==> src/rtl/alu_4bit.sv <==
// Registered 4-bit ALU: eight opcodes, Zero/Carry/Overflow flags, one-cycle latency.
// Define ALU_4BIT_SHIFT_CARRY_EN to report the shifted-out bit in Carry for SHL/SHR.
module alu_4bit #(
  parameter int unsigned WIDTH = 4
) (
  input  logic             clk,
  input  logic             reset,
  input  logic [WIDTH-1:0] a,
  input  logic [WIDTH-1:0] b,
  input  logic [2:0]       ALU_Sel,
  output logic [WIDTH-1:0] ALU_Result,
  output logic             Zero,
  output logic             Carry,
  output logic             Overflow
);

  typedef enum logic [2:0] {
    OpAdd = 3'b000,
    OpSub = 3'b001,
    OpAnd = 3'b010,
    OpOr  = 3'b011,
    OpXor = 3'b100,
    OpNot = 3'b101,
    OpShl = 3'b110,
    OpShr = 3'b111
  } op_e;

  logic [WIDTH:0]   sum_ext;
  logic [WIDTH:0]   diff_ext;
  logic [WIDTH-1:0] result_d;
  logic             carry_d;
  logic             overflow_d;

  assign sum_ext  = {1'b0, a} + {1'b0, b};
  // Subtraction as a + ~b + 1 so the carry-out means "no borrow".
  assign diff_ext = {1'b0, a} + {1'b0, ~b} + {{WIDTH{1'b0}}, 1'b1};

  always_comb begin
    result_d   = '0;
    carry_d    = 1'b0;
    overflow_d = 1'b0;
    unique case (op_e'(ALU_Sel))
      OpAdd: begin
        result_d   = sum_ext[WIDTH-1:0];
        carry_d    = sum_ext[WIDTH];
        overflow_d = (a[WIDTH-1] == b[WIDTH-1]) && (sum_ext[WIDTH-1] != a[WIDTH-1]);
      end
      OpSub: begin
        result_d   = diff_ext[WIDTH-1:0];
        carry_d    = diff_ext[WIDTH];
        overflow_d = (a[WIDTH-1] != b[WIDTH-1]) && (diff_ext[WIDTH-1] != a[WIDTH-1]);
      end
      OpAnd: result_d = a & b;
      OpOr:  result_d = a | b;
      OpXor: result_d = a ^ b;
      OpNot: result_d = ~a;
      OpShl: begin
        result_d = {a[WIDTH-2:0], 1'b0};
`ifdef ALU_4BIT_SHIFT_CARRY_EN
        carry_d  = a[WIDTH-1];
`else
        carry_d  = 1'b0;
`endif
      end
      OpShr: begin
        result_d = {1'b0, a[WIDTH-1:1]};
`ifdef ALU_4BIT_SHIFT_CARRY_EN
        carry_d  = a[0];
`else
        carry_d  = 1'b0;
`endif
      end
      default: begin
        result_d   = '0;
        carry_d    = 1'b0;
        overflow_d = 1'b0;
      end
    endcase
  end

  always_ff @(posedge clk or posedge reset) begin
    if (reset) begin
      ALU_Result <= '0;
      Zero       <= 1'b1;
      Carry      <= 1'b0;
      Overflow   <= 1'b0;
    end else begin
      ALU_Result <= result_d;
      Zero       <= (result_d == '0);
      Carry      <= carry_d;
      Overflow   <= overflow_d;
    end
  end

endmodule

==> config.mk <==
export PLATFORM = sky130hd
export DESIGN_NAME = alu_4bit
export DESIGN_NICKNAME = d
export VERILOG_FILES = /design/src/rtl/alu_4bit.sv
export SDC_FILE = /design/constraint.sdc
export NUM_CORES = 1
export LEC_CHECK = 0
export CAP_MARGIN = 20
export CORE_UTILIZATION = 53
export DETAILED_ROUTE_END_ITERATION = 6
export PLACE_DENSITY = 0.86
export SYNTH_ARGS = -nofsm -noshare
export SYNTH_HDL_FRONTEND = slang
export SYNTH_SLANG_ARGS = --single-unit
export TNS_END_PERCENT = 50
==> constraint.sdc <==
create_clock -name clk -period 1.6 [get_ports clk]
set_input_delay 0.16 -clock clk [delete_from_list [all_inputs] [get_ports clk]]
set_output_delay 0.16 -clock clk [all_outputs]
set_load 0.03 [all_outputs]
==> impl_metrics.toml, run 1 <==
[logic_synthesis]
yosysSeqAreaShare_pct = 20.6
synth_enable_flop_cells = 0
synth_fp_nets = 130
synthTopCellsByCount = "sky130_fd_sc_hd__inv_1 (14), sky130_fd_sc_hd__ha_1 (12), sky130_fd_sc_hd__nor2_1 (8)"
ys_top_cells_by_area = "sky130_fd_sc_hd__dfrtp_1 (18%), sky130_fd_sc_hd__ha_1 (18%), sky130_fd_sc_hd__inv_1 (6.1%)"
postSynthRegisterBits = 7
synth-async-reset-ratio_pct = 100
ys_warn_count = 0
share_of_the_synthesized_area_in_the_top_cell_type_pct = 17.6
synth.avg_cell_area_sq_um = 8.30
post-synth-top-count-cell = "sky130_fd_sc_hd__inv_1"
post_synth_instance_area_sq_um = 855
ys_types = 39
synth_top_area_cell = "sky130_fd_sc_hd__dfrtp_1"
synthFlopType = "sky130_fd_sc_hd__dfrtp_1"
syn-instance-count = 103

[clock_network]
cts_max_path_buffers = 2
clock_tree.root_cell = "sky130_fd_sc_hd__clkbuf_4"
cts_buffers = 3
cts.hold.buffers_added = 0
cts.sink_count = 7
htree_num_levels = 1

[die]
row_count = 14
pin_count = 20
die_width_um = 42.2
start_util_pct = 56.7
die_height_um = 42.2

[place]
buffer_ports.inserted = 19
post-dp-hpwl_um = 1940
gpl.final_weighted_congestion = 0.849
place_ws_ns = -0.745

[grt]
maximum_number_of_pins_on_one_net_before_global_route_repair = 11
antenna_found_initial = 0

[status]
status = "did not finish"
haltStage = "5_1_grt"
run.stop_error = "[ERROR DPL-0033] detailed placement checks failed during check placement."

[timing]
worst_endpoint_kind = "register data pin"
globalroute.repair_timing.worst_endpoint = "Zero$_DFF_PP1_/D"
==> cells by family after synthesis <==
logic type / after synthesis / share of synthesized area [%]
AO/OA/AOI/OAI: 26 / 20.6
XOR/XNOR: 5 / 5.13
adder cells (fa/ha/maj): 14 / 22.3
buffers and inverters: 19 / 10.4
flip-flops: 7 / 20.6
multiplexers: 1 / 1.17
AND/OR/NAND/NOR: 31 / 19.8
==> stage by stage <==
| stage | instances | cell area [sq um] | hold WS [ns] |
|---|---|---|---|
| 4_1_cts | 168 | 1370 | 0.152 |
| 2_1_floorplan | 103 | 893 | -0.0373 |
| 3_5_place_dp | 162 | 1280 | 0.416 |
| 3_3_place_gp | 162 | 1280 | 0.391 |
==> what timing repair did <==
action	in CTS
resized for setup	41
setup endpoints to repair	6
setup buffers	2
pin swaps	11
==> run 2: changes to the inputs <==
--- a/config.mk
+++ b/config.mk
@@ -6,9 +6,10 @@
 export NUM_CORES = 1
 export LEC_CHECK = 0
 export CAP_MARGIN = 20
-export CORE_UTILIZATION = 53
+export CORE_AREA = 2 2 63 65
 export DETAILED_ROUTE_END_ITERATION = 6
-export PLACE_DENSITY = 0.86
+export DIE_AREA = 0 0 65 67
+export PLACE_DENSITY_LB_ADDON = 0.15
 export SYNTH_ARGS = -nofsm -noshare
 export SYNTH_HDL_FRONTEND = slang
 export SYNTH_SLANG_ARGS = --single-unit
==> impl_metrics.toml, run 2 <==
[logic_synthesis]
synth_fp_nets = 130
post_synth_xor_area_fraction_pct = 5.12
synthSimpleGateAreaFrac_pct = 19.8
share_of_the_synthesized_area_in_the_top_cell_type_pct = 17.6
ys_types = 39
synth.avg_cell_area_sq_um = 8.30
post_synth_instance_area_sq_um = 855
synth-async-reset-ratio_pct = 100
ys_top_cells_by_area = "sky130_fd_sc_hd__dfrtp_1 (18%), sky130_fd_sc_hd__ha_1 (18%), sky130_fd_sc_hd__inv_1 (6.1%)"
synthTopCellsByCount = "sky130_fd_sc_hd__inv_1 (14), sky130_fd_sc_hd__ha_1 (12), sky130_fd_sc_hd__nor2_1 (8)"
postSynthRegisterBits = 7
synth-compound-area-share_pct = 20.6
combinational_family_with_the_most_area_after_synthesis = "adder cells"
synth.area.mux_share_pct = 1.17
synth_enable_flop_cells = 0
synthFlopType = "sky130_fd_sc_hd__dfrtp_1"
yosys.area_share.adder_pct = 22.3
ys_warn_count = 0
synth_top_area_cell = "sky130_fd_sc_hd__dfrtp_1"
post-synth-top-count-cell = "sky130_fd_sc_hd__inv_1"
yosysSeqAreaShare_pct = 20.6
syn-instance-count = 103

[routing]
drt_drc_violations_left = 0
vias_per_cell = 4.19
drtAntennaViolNets = 0
dr_total_vias = 875
wl_per_cell_um = 10.4
detail_route.first_pass.iterations = 4
drtIter0Drc = 10
detail_route.wirelength_um = 2180

[die]
pin_count = 20
core_region_area_sq_mm = 0.00361
die_width_um = 65
row_count = 22
die_height_um = 67
die_area_sq_mm = 0.00436
start_util_pct = 23.7

[timing]
worst_case_headroom_to_the_max_slew_limit_pct = 75.9
slew_viol_final = 0
final-setup-viol-count = 0
post-route-min-period_ns = 1.58
finalHoldViolations = 0
fin_crit_sh_pct = 98.9
timing.fmax_mhz = 632
setup-tns-final_ns = 0
hold-worst-slack_ns = 0.166
unrepaired_setup_endpoints_after_global_routing = "yes"
worst_pin_slew_ns = 0.361

[cells_and_area]
antenna-diode-count = 0
fin_nets = 189
top_register = "ALU_Result"
area.growth.synth_to_final_pct = 80.2
mostFrequentLayoutCells = "sky130_fd_sc_hd__buf_4 (38), sky130_fd_sc_hd__nor2_1 (8), sky130_fd_sc_hd__clkdlybuf4s50_1 (8)"
multiInputGateArea_sq_um = 707
post-route-cell-area_sq_mm = 0.00154
seq_area_sq_um = 176
largest_register_ffs = 4
drive_above_1_share_pct = 46.6
layout.cells.most_common = "sky130_fd_sc_hd__buf_4"
filler_cell_count = 372

[setup_path]
worstSetupEndpointType = "flip-flop"
path_class = "in2reg"
setup.worst_path.start_class = "input pin"
worst-endpoint-required_ns = 1.73
timing.critical_path.fanout_max = 2
worst_ep_arrival_time_ns = 1.72

[clock_network]
cts_max_path_buffers = 2
htree_num_levels = 1
cts.hold.buffers_added = 0
cts.sink_count = 7
clkSlewWorstSetupHoldPaths_ns = 0.04
clock_tree.root_cell = "sky130_fd_sc_hd__clkbuf_8"
tritoncts_clock_tree = "done"
cts_buffers = 3

[grt]
gr-usage-met3_pct = 1.52
grt_busiest_layer = "met2"
maximum_number_of_pins_on_one_net_before_global_route_repair = 11
first_pass_grt_wire_length_um = 3840
antenna_found_initial = 0
global_route.usage.met2_pct = 21.0
global_route.usage.total_pct = 11.8
grt_pass1_vias = 880
global_route.overflow_total = 0
gr-usage-met1_pct = 14.2

[place]
dpl_cell_area_sq_mm = 0.00135
gpl.final_weighted_congestion = 0.773
buffer_ports.inserted = 19
post-dp-hpwl_um = 1800

[power_and_ir_drop]
cellPowerDensity_mw_per_mm2 = 576
irDropWorstVdd_v = 0.000201
leakage_nw = 0.695

[run]
max_cap_violations = 0

[status]
status = "finished, final reports clean"

[min_path]
hp-class = "in2async"
==> run 2: what timing repair did <==
item / in CTS / in global routing
pin swaps: 16 / 2
resized for setup: 49 / 7
setup buffers: 8 / 1
setup endpoints to repair: 6 / 3
==> run 2: final timing paths <==
check | start | to | depth (start not counted)
worst max-delay path | b[3] | Zero | 8
min in group clk | a[3] | Overflow | 5
worst min-delay path | reset | Overflow | 2
max in group asynchronous | reset | Zero | 2
==> run 2: area by class of cell <==
type / instances / share of cell area, %
Multi-Input combinational cell: 77 / 45.9
Timing Repair Buffer: 59 / 31.4
Sequential cell: 7 / 11.5
Inverter: 14 / 4.47
Tap cell: 48 / 3.90
Clock buffer: 4 / 2.92
==> run 2: cells by family (layout without fill, tap and decap cells) <==
family | Yosys count | after routing
xor+xnor | 5 | 5
buf+inv | 19 | 77
flops | 7 | 7
compound gates | 26 | 26
fa+ha+maj | 14 | 14
mux | 1 | 1
simple gates | 31 | 31
==> run 2: metal layers <==
layer | vias to the layer above | part of all wire [%]
met3 | 2 | 2.8
met2 | 15 | 52
li1 | 466 | -
met5 | - | 0
met4 | 0 | 0.37
met1 | 392 | 45
==> run 2: metrics by stage <==
step	power, W	utilization [%]	cells	worst slack [ns]
after floorplan	0.000410	-	103	0.000195
after global placement	0.000591	37.4	197	-0.630
after detailed placement	0.000590	37.4	197	-0.694
after CTS	0.000880	41.5	208	0.00125
after global routing	0.000950	42.7	209	-0.0730
final	0.000888	42.7	209	0.0174
==> run 2: power by group <==
| part | switching [W] | total, W | internal (W) |
|---|---|---|---|
| combinational | 0.000210 | 0.000446 | 0.000237 |
| clock | 0.0000677 | 0.000239 | 0.000172 |
| sequential | 0.00000399 | 0.000202 | 0.000198 |
| total | 0.000281 | 0.000888 | 0.000606 |
==> run 2: critical path, cell delays in order <==
cell	delay (ns)
sky130_fd_sc_hd__buf_4	0.13
sky130_fd_sc_hd__inv_6	0.05
sky130_fd_sc_hd__ha_4	0.19
sky130_fd_sc_hd__nor2b_1	0.10
sky130_fd_sc_hd__o21ai_1	0.07
sky130_fd_sc_hd__a221o_1	0.36
sky130_fd_sc_hd__o32a_1	0.38
sky130_fd_sc_hd__nor4_2	0.27
(Power assumes the default switching activity.)
==> run 3: changes to the inputs <==
--- a/config.mk
+++ b/config.mk
@@ -10,6 +10,7 @@
 export DETAILED_ROUTE_END_ITERATION = 6
 export DIE_AREA = 0 0 65 67
 export PLACE_DENSITY_LB_ADDON = 0.15
+export SKIP_CTS_REPAIR_TIMING = 1
 export SYNTH_ARGS = -nofsm -noshare
 export SYNTH_HDL_FRONTEND = slang
 export SYNTH_SLANG_ARGS = --single-unit
==> impl_metrics.toml, run 3 (synthesized netlist as in run 2, its figures left out) <==
[setup_path]
timing.critical_path.slowest_cell_delay_ns = 0.36
worst-path-buf-inv = 2
timing.critical_path.slowest_stage_cell = "sky130_fd_sc_hd__o32a_1"
worstSetupEndpointType = "flip-flop"
critical_path.top_delay_family = "compound AO/OA/AOI/OAI gates"
path_class = "in2reg"
timing.critical_path.fanout_max = 2
worst-endpoint-required_ns = 1.73
setup.worst_path.start_class = "input pin"
crit_path_cell_chain = "clkbuf_2 > inv_6 > ha_4 > nor2b_1 > o21ai_1 > a221o_1 > o32a_1 > nor4_2"
worst_ep_arrival_time_ns = 1.69

[die]
die_area_sq_mm = 0.00436
row_count = 22
core_region_area_sq_mm = 0.00361
start_util_pct = 23.7
die_height_um = 67
pin_count = 20
die_width_um = 65

[routing]
drt_drc_violations_left = 0
dr_total_vias = 857
detail_route.wirelength_um = 2100
wl_per_cell_um = 10.2
drtIter0Drc = 7
vias_per_cell = 4.16
drtAntennaViolNets = 0
detail_route.first_pass.iterations = 4

[clock_network]
tritoncts_clock_tree = "done"
cts_max_path_buffers = 2
clock_tree.root_cell = "sky130_fd_sc_hd__clkbuf_8"
clkSlewWorstSetupHoldPaths_ns = 0.04
cts.sink_count = 7
cts_buffers = 3
htree_num_levels = 1

[run]
max_cap_violations = 0

[timing]
setup_slack_of_the_critical_path_after_layout_ns = 0.0447
worst_case_headroom_to_the_max_slew_limit_pct = 75.1
worst_pin_slew_ns = 0.373
finalHoldViolations = 0
final-setup-viol-count = 0
timing.fmax_mhz = 643
slew_viol_final = 0
unrepaired_setup_endpoints_after_global_routing = "yes"
post-route-min-period_ns = 1.56
fin_crit_sh_pct = 97.2

[cells_and_area]
post-route-cell-area_sq_mm = 0.00151
multiInputGateArea_sq_um = 684
filler_cell_count = 364
largest_register_ffs = 4
antenna-diode-count = 0
seq_area_sq_um = 176
top_register = "ALU_Result"
drive_above_1_share_pct = 43.0
layout.cells.most_common = "sky130_fd_sc_hd__buf_4"
mostFrequentLayoutCells = "sky130_fd_sc_hd__buf_4 (37), sky130_fd_sc_hd__nor2_1 (8), sky130_fd_sc_hd__ha_1 (8), sky130_fd_sc_hd__clkdlybuf4s50_1 (8)"
fin_nets = 186
area.growth.synth_to_final_pct = 76.6

[grt]
first_pass_grt_wire_length_um = 3570
global_route.usage.total_pct = 10.8
global_route.overflow_total = 0
antenna_found_initial = 0
grt_pass1_vias = 828
maximum_number_of_pins_on_one_net_before_global_route_repair = 11

[power_and_ir_drop]
pwr-share-seq_pct = 23.3
leakage_nw = 0.725
power_switching_share_pct = 31.2
p_total_w = 0.000869
clock_power_share_pct = 27.5
power.internal_w = 0.000597
net-switching-power_w = 0.000271
irDropWorstVdd_v = 0.000200
share_comb_of_total_power_pct = 49.3
cellPowerDensity_mw_per_mm2 = 576

[place]
gpl.final_weighted_congestion = 0.773
buffer_ports.inserted = 19
place_ws_ns = -0.694
dpl_cell_area_sq_mm = 0.00135
post-dp-hpwl_um = 1800

[min_path]
hp-class = "in2async"

[status]
status = "finished, final reports clean"
[run 3: cell types whose count changed in the layout (fill, tap and decap cells not counted), moves of 2 or more]
| cell | before | now |
|---|---|---|
| sky130_fd_sc_hd__dlymetal6s2s_1 | 0 | 6 |
| sky130_fd_sc_hd__dlygate4sd2_1 | 5 | 0 |
| sky130_fd_sc_hd__buf_6 | 3 | 1 |
| sky130_fd_sc_hd__buf_2 | 3 | 0 |
| sky130_fd_sc_hd__clkbuf_2 | 0 | 3 |
[run 3: layer usage]
metal  global-route usage [%]  vias to the layer above  routed length, um
li1                         -                      462                  -
met1                     13.9                      378                990
met2                     17.8                       15               1040
met3                     1.52                        2                 62
met4                     4.79                        0                  8
met5                        0                        -                  0
[run 3: final timing paths]
path	startpoint	endpoint	slack, ns	cells after the start
setup / recovery	b[3]	Zero	0.04	8
hold / removal	reset	Overflow	0.17	2
max in group asynchronous	reset	Zero	1.17	2
min in group clk	a[3]	Overflow	0.44	5
[run 3: cell type report]
cell class,instances,area share (%)
well taps,48,3.98
flip-flops and latches,7,11.7
clock buffers,4,2.99
multi-input cells,77,45.4
repair buffers,56,31.4
inverters,14,4.56
[run 3: power groups by stage]
| stage | registers [W] | clock network (W) | logic [W] |
|---|---|---|---|
| after floorplan | 0.000245 | 0 | 0.000165 |
| after global placement | 0.000205 | 0 | 0.000386 |
| after detailed placement | 0.000205 | 0 | 0.000386 |
| after CTS | 0.000202 | 0.000248 | 0.000387 |
| after global routing | 0.000204 | 0.000258 | 0.000469 |
| final | 0.000202 | 0.000238 | 0.000428 |
[run 3: per-stage QoR]
step | std cells | util [%] | hold slack, ns | TNS, ns
floorplan | 103 | - | -0.0373 | 0
global placement | 197 | 37.4 | 0.399 | -3.12
detailed placement | 197 | 37.4 | 0.401 | -3.26
CTS | 201 | 38.6 | 0.170 | -1.78
global route | 206 | 41.8 | 0.185 | -0.0923
finish | 206 | 41.8 | 0.166 | 0
==> RTL change, RTL diff (flow settings as in run 3) <==
Set the parameter `WIDTH` to 6 (it was 4).
--- a/src/rtl/alu_4bit.sv
+++ b/src/rtl/alu_4bit.sv
@@ -2,5 +2,5 @@
 // Define ALU_4BIT_SHIFT_CARRY_EN to report the shifted-out bit in Carry for SHL/SHR.
 module alu_4bit #(
-  parameter int unsigned WIDTH = 4
+  parameter int unsigned WIDTH = 6
 ) (
   input  logic             clk,
Ports: changed (resized ALU_Result, a and b); port bits go from 20 to 26. The function was not compared with the original's and may differ.
==> RTL change against run 3 <==
- the flow now finishes with violations (setup timing)
- count of clock-buffer cells in the layout stayed put
- cell area up 53%
- synthesized area up 49%
- wire length grew 84%
- via count up 67%
- sequential cell count up 2
- power increased by 43%
- worst setup slack lost 250 ps
- largest cell class unchanged
- highest routed layer unchanged
==> RTL change: results (changes against run 3) <==
DRC violation total after the first TritonRoute iteration - 58 (was 7)
layout cell share with drive strength beyond 1 - 46.4% (was 43.0%)
max reg flops - 6 (was 4)
largest net degree at the start of global routing - 21 (was 11)
clock group share of total power - 20.5% (was 27.5%)
met3 GRT Util - 1.69% (was 1.52%)
worst relative slew slack - 79.0% (was 75.1%)
mux contribution to synthesized area - 3.93% (was 1.17%)
CP startpoint - a[0] (was b[3])
vias per cell - 5.04 (was 4.16)
status - complete, but fails checks (was finished, final reports clean)
top post-synthesis cells by count - 22 x inv_1, 18 x ha_1, 13 x a21oi_1, 10 x nand2_1, 10 x nor2_1 (was 14 x inv_1, 12 x ha_1, 8 x nor2_1, 7 x a21oi_1)
violated checks - setup timing
Peak VDD IR - 0.201 mV (was 0.200 mV)
met3 WL - 143 um (was 62 um)
post-synthesis net count - 196 (was 130)
Sw Share - 35.8% (was 31.2%)
Final setup viols - 4 (was 0)
max incr delay on CP - 480 ps (was 360 ps)
met2 usage - 31.6% (was 17.8%)
GRT Util Overall - 17.8% (was 10.8%)
setup slack after layout - -207 ps (was 44.7 ps)
Post-Synth XOR/XNOR Area - 4.72% (was 5.12%)
Area contributors post-synth - ha_1 18%, dfrtp_1 16%, inv_1 6.5% (was dfrtp_1 18%, ha_1 18%, inv_1 6.1%)
RePlAce Congestion - 0.921 (was 0.773)
DP HPWL - 3.09 mm (was 1.80 mm)
compound-gate portion of the synthesized area - 28.7% (was 20.6%)
global-route wire length before repair - 6.12 mm (was 3.57 mm)
post-layout util - 64.0% (was 41.8%)
Cell variety after synth - 47 (was 39)
dpl cells - 277 (was 197)
DR WL met2 - 1.94 mm (was 1.04 mm)
[RTL change: layout make-up]
class / instances / area share (%)
Tap cell: 48 / 2.60
Timing Repair Buffer: 82 / 32.2
Sequential cell: 9 / 9.82
Clock buffer: 4 / 1.95
Inverter: 23 / 4.28
Multi-Input combinational cell: 119 / 49.1
[RTL change: path summary, 6_finish.rpt]
path	end	slack [ps]	cells past startpoint
setup / recovery	Zero$_DFF_PP1_	-210	10
hold / removal	ALU_Result[0]$_DFF_PP0_	180	2
max in group asynchronous	Zero$_DFF_PP1_	1130	2
min in group clk	Overflow$_DFF_PP0_	470	4
[RTL change: kinds of logic (layout without fill, tap and decap cells)]
kind of cell | Yosys count | after routing
AOI/OAI and AO/OA | 53 | 53
and+or+nand+nor | 35 | 35
buffers and inverters | 31 | 109
adders and majority gates | 20 | 20
DFF | 9 | 9
xor gates and xnor gates | 6 | 6
muxes | 5 | 5
